--- src/rtl/filter_out_packer_if.sv ---
// Packed-word stream from filter_out_packer toward the memory-write side.
// The master drives data plus line/frame markers; the slave accepts the head with ready.
interface filter_out_packer_if;
    logic [127:0] data;
    logic         valid;
    logic         ready;
    logic         last;
    logic         flast;

    modport master (output data, output valid, output last, output flast, input ready);
    modport slave  (input data, input valid, input last, input flast, output ready);
endinterface

--- src/rtl/filter_out_packer.sv ---
// Packs filter pixels four per 128-bit xRGB word, tracks line/frame position and
// buffers words in a small FIFO; drops (and flags) words instead of stalling the filter.
module filter_out_packer #(
    parameter int H_ACTIVE   = 1920,
    parameter int V_ACTIVE   = 1080,
    parameter int FIFO_DEPTH = 16
) (
    input  logic                          clk,
    input  logic                          rst,
    input  logic                          sof,
    input  logic                          wren,
    input  logic [7:0]                    in_r,
    input  logic [7:0]                    in_g,
    input  logic [7:0]                    in_b,
    filter_out_packer_if.master           word_bus,
    output logic                          frame_done,
    output logic                          overflow,
    output logic [$clog2(FIFO_DEPTH):0]   level
);

    localparam int XW = (H_ACTIVE > 1) ? $clog2(H_ACTIVE) : 1;
    localparam int YW = (V_ACTIVE > 1) ? $clog2(V_ACTIVE) : 1;
    localparam int AW = $clog2(FIFO_DEPTH);

    typedef enum logic {
        CLEAN,
        OVF
    } ovf_state_t;

    logic [XW-1:0]  x, cur_x;
    logic [YW-1:0]  y, cur_y;
    logic [1:0]     slot, cur_slot;
    logic [31:0]    lane0, lane1, lane2;
    logic [31:0]    pixel;
    logic           x_last, y_last;
    logic           push;
    logic [127:0]   push_word;

    logic [129:0]   mem [FIFO_DEPTH];
    logic [AW-1:0]  wr_ptr, rd_ptr;
    logic [AW:0]    count;
    logic [129:0]   head;
    logic           full, pop, wr_en, drop;

    ovf_state_t     ovf_state, ovf_next;

    // SOF makes the current pixel (0,0) of the new frame, so position is muxed before use.
    always_comb begin
        cur_x    = sof ? '0 : x;
        cur_y    = sof ? '0 : y;
        cur_slot = sof ? 2'd0 : slot;
        pixel    = {8'h00, in_r, in_g, in_b};
        x_last   = (cur_x == XW'(H_ACTIVE - 1));
        y_last   = (cur_y == YW'(V_ACTIVE - 1));
        push     = wren && ((cur_slot == 2'd3) || x_last);
    end

    always_comb begin
        push_word = '0;
        case (cur_slot)
            2'd0:    push_word[31:0] = pixel;
            2'd1:    push_word[63:0] = {pixel, lane0};
            2'd2:    push_word[95:0] = {pixel, lane1, lane0};
            default: push_word       = {pixel, lane2, lane1, lane0};
        endcase
    end

    always_ff @(posedge clk or posedge rst) begin
        if (rst) begin
            x     <= '0;
            y     <= '0;
            slot  <= 2'd0;
            lane0 <= '0;
            lane1 <= '0;
            lane2 <= '0;
        end else begin
            if (sof) begin
                x     <= '0;
                y     <= '0;
                slot  <= 2'd0;
                lane0 <= '0;
                lane1 <= '0;
                lane2 <= '0;
            end
            if (wren) begin
                if (x_last) begin
                    x    <= '0;
                    slot <= 2'd0;
                    y    <= y_last ? '0 : cur_y + 1'b1;
                end else begin
                    x    <= cur_x + 1'b1;
                    slot <= cur_slot + 2'd1;
                    case (cur_slot)
                        2'd0:    lane0 <= pixel;
                        2'd1:    lane1 <= pixel;
                        2'd2:    lane2 <= pixel;
                        default: ;
                    endcase
                end
            end
        end
    end

    // A write into a full FIFO is legal when the head leaves in the same cycle.
    always_comb begin
        head  = mem[rd_ptr];
        full  = (count == (AW+1)'(FIFO_DEPTH));
        pop   = (count != '0) && word_bus.ready;
        wr_en = push && (!full || pop);
        drop  = push && full && !pop;
    end

    always_ff @(posedge clk or posedge rst) begin
        if (rst) begin
            wr_ptr     <= '0;
            rd_ptr     <= '0;
            count      <= '0;
            frame_done <= 1'b0;
            for (int i = 0; i < FIFO_DEPTH; i++) mem[i] <= '0;
        end else begin
            if (wr_en) begin
                mem[wr_ptr] <= {push && x_last && y_last, push && x_last, push_word};
                wr_ptr      <= wr_ptr + 1'b1;
            end
            if (pop) rd_ptr <= rd_ptr + 1'b1;
            case ({wr_en, pop})
                2'b10:   count <= count + 1'b1;
                2'b01:   count <= count - 1'b1;
                default: ;
            endcase
            frame_done <= pop && head[129];
        end
    end

    always_ff @(posedge clk or posedge rst) begin
        if (rst) ovf_state <= CLEAN;
        else     ovf_state <= ovf_next;
    end

    always_comb begin
        ovf_next = ovf_state;
        case (ovf_state)
            CLEAN:   if (drop) ovf_next = OVF;
            OVF:     if (sof && !drop) ovf_next = CLEAN;
            default: ovf_next = CLEAN;
        endcase
    end

    assign word_bus.data  = head[127:0];
    assign word_bus.last  = head[128];
    assign word_bus.flast = head[129];
    assign word_bus.valid = (count != '0);
    assign overflow       = (ovf_state == OVF);
    assign level          = count;

endmodule

--- src/flat_wrapper.sv ---
// flat-port wrapper written by rule: the top's interface ports become plain ports
module filter_out_packer_flat 
#(
    parameter int H_ACTIVE   = 1920,
    parameter int V_ACTIVE   = 1080,
    parameter int FIFO_DEPTH = 16
)
  (clk, rst, sof, wren, in_r, in_g, in_b, frame_done, overflow, level, word_bus_data, word_bus_valid, word_bus_last, word_bus_flast, word_bus_ready);
  filter_out_packer_if word_bus_i ();
  input  logic clk;
  input  logic rst;
  input  logic sof;
  input  logic wren;
  input  logic [7:0] in_r;
  input  logic [7:0] in_g;
  input  logic [7:0] in_b;
  output logic frame_done;
  output logic overflow;
  output logic [$clog2(FIFO_DEPTH):0] level;
  output wire logic [$bits(word_bus_i.data)-1:0] word_bus_data;
  output wire logic [$bits(word_bus_i.valid)-1:0] word_bus_valid;
  output wire logic [$bits(word_bus_i.last)-1:0] word_bus_last;
  output wire logic [$bits(word_bus_i.flast)-1:0] word_bus_flast;
  input wire logic [$bits(word_bus_i.ready)-1:0] word_bus_ready;
  assign word_bus_data = word_bus_i.data;
  assign word_bus_valid = word_bus_i.valid;
  assign word_bus_last = word_bus_i.last;
  assign word_bus_flast = word_bus_i.flast;
  assign word_bus_i.ready = word_bus_ready;
  filter_out_packer #(.H_ACTIVE(H_ACTIVE), .V_ACTIVE(V_ACTIVE), .FIFO_DEPTH(FIFO_DEPTH)) u_core (.clk(clk), .rst(rst), .sof(sof), .wren(wren), .in_r(in_r), .in_g(in_g), .in_b(in_b), .word_bus(word_bus_i), .frame_done(frame_done), .overflow(overflow), .level(level));
endmodule
--- config.mk ---
export PLATFORM = sky130hd
export DESIGN_NAME = filter_out_packer_flat
export DESIGN_NICKNAME = d
export VERILOG_FILES = /design/src/rtl/filter_out_packer_if.sv /design/src/rtl/filter_out_packer.sv /design/src/flat_wrapper.sv
export SDC_FILE = /design/constraint.sdc
export NUM_CORES = 2
export LEC_CHECK = 0
export CAP_MARGIN = 20
export CORE_UTILIZATION = 50
export DETAILED_ROUTE_END_ITERATION = 8
export GPL_ROUTABILITY_DRIVEN = 0
export MAX_ROUTING_LAYER = met4
export PLACE_DENSITY = 0.63
export SYNTH_ARGS = -nofsm -noshare
export SYNTH_HDL_FRONTEND = slang
export SYNTH_SLANG_ARGS = --single-unit
--- constraint.sdc ---
create_clock -name clk -period 137.8 [get_ports clk]
set_clock_uncertainty 0.15 [all_clocks]
set_input_delay 27.56 -clock clk [delete_from_list [all_inputs] [get_ports clk]]
set_output_delay 27.56 -clock clk [all_outputs]
set_load 0.05 [all_outputs]
==> results_dict.tcl <==
set metrics [dict create \
    outcome "finished with violations" \
    failed_checks "design-rule violations" \
    clock_latency_ns 0.86 \
    worstPathCellList "buf_4 > buf_12 > buf_4 > mux4_2 > mux4_2 > clkdlybuf4s50_1" \
    drtIter0Drc 3088 \
    tritoncts "yes" \
    starting_density_of_the_core 0.5042 \
    reg2reg_slack_ns 133.02 \
    final-hold-violation-count 0 \
    internal-power_w 0.001055 \
    number_of_synthesized_register_bits 2087 \
    rr_startpoint "u_core.slot[1]" \
    cts_sinks 2087 \
    worst_min_delay_path_endpoint "u_core.lane2[29]" \
    antenna_found_initial 9 \
    drt_wl_total_um 233100 \
    power.sequential.fraction 0.439 \
    rr_endpoint "u_core.mem[1849]" \
    dieArea_mm2 0.1913 \
    yosys.cell_types.count 51 \
    most_frequent_standard_cell_in_the_layout_excluding_fill_and_tap_cells "sky130_fd_sc_hd__dfrtp_1" \
    crit_buf_inv 4 \
    crit_arrival_ns 6.49 \
    fp.dieH_um 437.4 \
    fin_setup_tns_ns 0 \
    routed-via-count 50950 \
    final.fill_count 14790 \
    grt.total_usage 0.2574 \
    max_clock_freq_mhz 29.24 \
    path_class "reg2out" \
    ir_worst_vdd_v 0.00001821 \
    detail_route.first_pass.iterations 7 \
    grt_setup_unrepaired "no" \
    synthesis.instances 5752 \
    clkTransAtPathRegs_ns 0.06 \
    maximum_number_of_pins_on_one_net_before_global_route_repair 160 \
    path_delay_family "buffers and inverters" \
    fin_crit_share 0.2482 \
    synth.yosys.warnings 0 \
    post-route-min-period_ns 34.20 \
    cts-hold-fix-buffers 0 \
    share_comb_of_total_power 0.158 \
    tritoncts.num_buffers 221 \
    grt_pass1_vias 54790 \
    cp-start-kind "register" \
    cts_setup_buffers 0 \
    place_hpwl_um 126100 \
    synth_flop_cell "sky130_fd_sc_hd__dfrtp_1" \
    worst_hold_launch "u_core.lane2[29]" \
    synth-edff-count 0 \
    placeableCoreArea_mm2 0.1880 \
    number_of_port_buffers 158 \
    areal_power_density_over_the_cells_mw_per_mm2 13.82 \
    hold_path_class "reg2reg" \
    crit_path_top_delay_cell "sky130_fd_sc_hd__dfrtp_4" \
    post_cts_resize_count 0 \
    final_cell_mix "sky130_fd_sc_hd__dfrtp_1, sky130_fd_sc_hd__mux2_2, sky130_fd_sc_hd__mux4_2" \
    share_clk_of_total_power 0.403 \
    worst_r2r_path_depth 10 \
    clock_tree.root_cell "sky130_fd_sc_hd__clkbuf_16" \
    syn_to_final_growth_pct 11.30 \
    global_route_wire_length_before_repair_um 360700 \
    wl_per_cell_um 27.62 \
    num_io_pins 167 \
    worst_setup_ep_type "output port" \
    report.final.setup_viol 0 \
    cp_slowest_stage_delay_ns 1.05 \
    min_delay_path_depth 1 \
    synth_seq_area_share 0.5510 \
    synth.avg_cell_area_um2 16.48 \
    remaining_drc_errors 14 \
    psw_w 0.0004034 \
    slew_violations 0 \
    post_route_cells_drive_above_1_share 0.5172 \
    transition_at_the_pin_with_the_smallest_max_transition_slack_ns 1.186 \
    switching_share 0.2766 \
    crit_fanout 108 \
    htree_levels 4 \
    cap_viol_max_count 0 \
    postRouteAntennaNets 0 \
    via_to_cell_ratio 6.039 \
    max_clock_buf_depth 3 \
    max-slew-margin-rel 0.2070 \
    cp_data_required_time_ns 110.09 \
    postLayoutCoreUtil 0.5612 \
    netlist_area_mm2 0.09479 \
    dieWidth_um 437.4 \
    synth-async-reset-ratio 1.000 \
    final_net_count 5803 \
    row_count 159 \
    overflow 0 \
    static-leakage-power_nw 49.85 \
]
[synth_stat cells (22+ instances only)]
cell	instances	share of area
sky130_fd_sc_hd__mux2_1	118	0.014
sky130_fd_sc_hd__nand2_1	66	0.0026
sky130_fd_sc_hd__buf_2	165	0.0087
sky130_fd_sc_hd__and2_0	40	0.0026
sky130_fd_sc_hd__a22o_1	22	0.0020
sky130_fd_sc_hd__mux4_2	610	0.14
sky130_fd_sc_hd__clkbuf_1	268	0.011
sky130_fd_sc_hd__nor2b_1	92	0.0061
sky130_fd_sc_hd__buf_1	25	0.00099
sky130_fd_sc_hd__buf_6	61	0.0072
sky130_fd_sc_hd__o21ai_0	42	0.0022
sky130_fd_sc_hd__dfrtp_1	2087	0.55
sky130_fd_sc_hd__and2_1	29	0.0019
sky130_fd_sc_hd__nand3_1	25	0.0013
sky130_fd_sc_hd__mux2_2	1935	0.23
[state kept, by name (all words and copies together) (netlist names)]
signal / count
u_core.x: 11
u_core.lane2: 32
u_core.overflow: 1
u_core.rd_ptr: 4
u_core.level: 5
u_core.frame_done: 1
u_core.mem: 1952
u_core.lane0: 32
u_core.y: 11
u_core.slot: 2
u_core.wr_ptr: 4
u_core.lane1: 32
[power groups by stage]
stage | clock [W] | sequential [W] | combinational [W]
finish | 0.000587 | 0.000640 | 0.000231
global route | 0.000627 | 0.000642 | 0.000248
CTS | 0.000601 | 0.000641 | 0.000237
detailed placement | 0 | 0.000652 | 0.000237
global placement | 0 | 0.000652 | 0.000236
floorplan | 0 | 0.000641 | 0.000181
[layout make-up]
cell class,count,area [um^2],area share
multi-input cells,3129,40000,0.3792
clock inverters,57,576.8,0.005467
clock buffers,342,6628,0.06282
well taps,2495,3122,0.02959
repair buffers,308,2867,0.02717
flip-flops and latches,2087,52240,0.4951
inverters,11,48.80,0.0004625
diodes,8,20.02,0.0001897
[stage by stage]
step	instances	area [um^2]	worst slack, ns	hold WS (ns)	total power [W]
2_1_floorplan	5759	94820	51.13	0.2948	0.0008214
3_3_place_gp	8020	98130	104.28	0.3108	0.0008877
3_5_place_dp	8026	98210	104.27	0.3143	0.0008886
4_1_cts	8425	105400	103.33	0.3307	0.001479
5_1_grt	8432	105500	103.06	0.3373	0.001517
6_report	8437	105500	103.60	0.3275	0.001458
[kinds of logic after synthesis]
logic type | Yosys count | share of synthesized area
compound gates | 112 | 0.008593
fa+ha+maj | 16 | 0.002112
other cells | 1 | 0.00003956
mux | 2663 | 0.3888
simple gates | 311 | 0.01872
buf+inv | 543 | 0.02900
flops | 2087 | 0.5510
xor+xnor | 19 | 0.001756
[metal layers]
layer  track usage  vias up  wire (um)
met5             -        -          0
met4       0.05888        0       4879
met3       0.03390      263       7893
met2        0.4100      825     115000
met1        0.3546    28440     105300
li1              -    21430          -
[how the worst max path moves through the flow]
stage                startpoint                end  slack (ns)  cells past startpoint
2_1_floorplan               rst  u_core.frame_done       51.13                      1
3_3_place_gp   u_core.rd_ptr[0]  word_bus_data[74]      104.28                      6
3_5_place_dp   u_core.rd_ptr[0]  word_bus_data[54]      104.27                      6
4_1_cts        u_core.rd_ptr[0]  word_bus_data[54]      103.33                      6
5_1_grt        u_core.rd_ptr[0]  word_bus_data[54]      103.06                      6
6_report       u_core.rd_ptr[0]  word_bus_data[54]      103.60                      6
(Power assumes the default switching activity.)
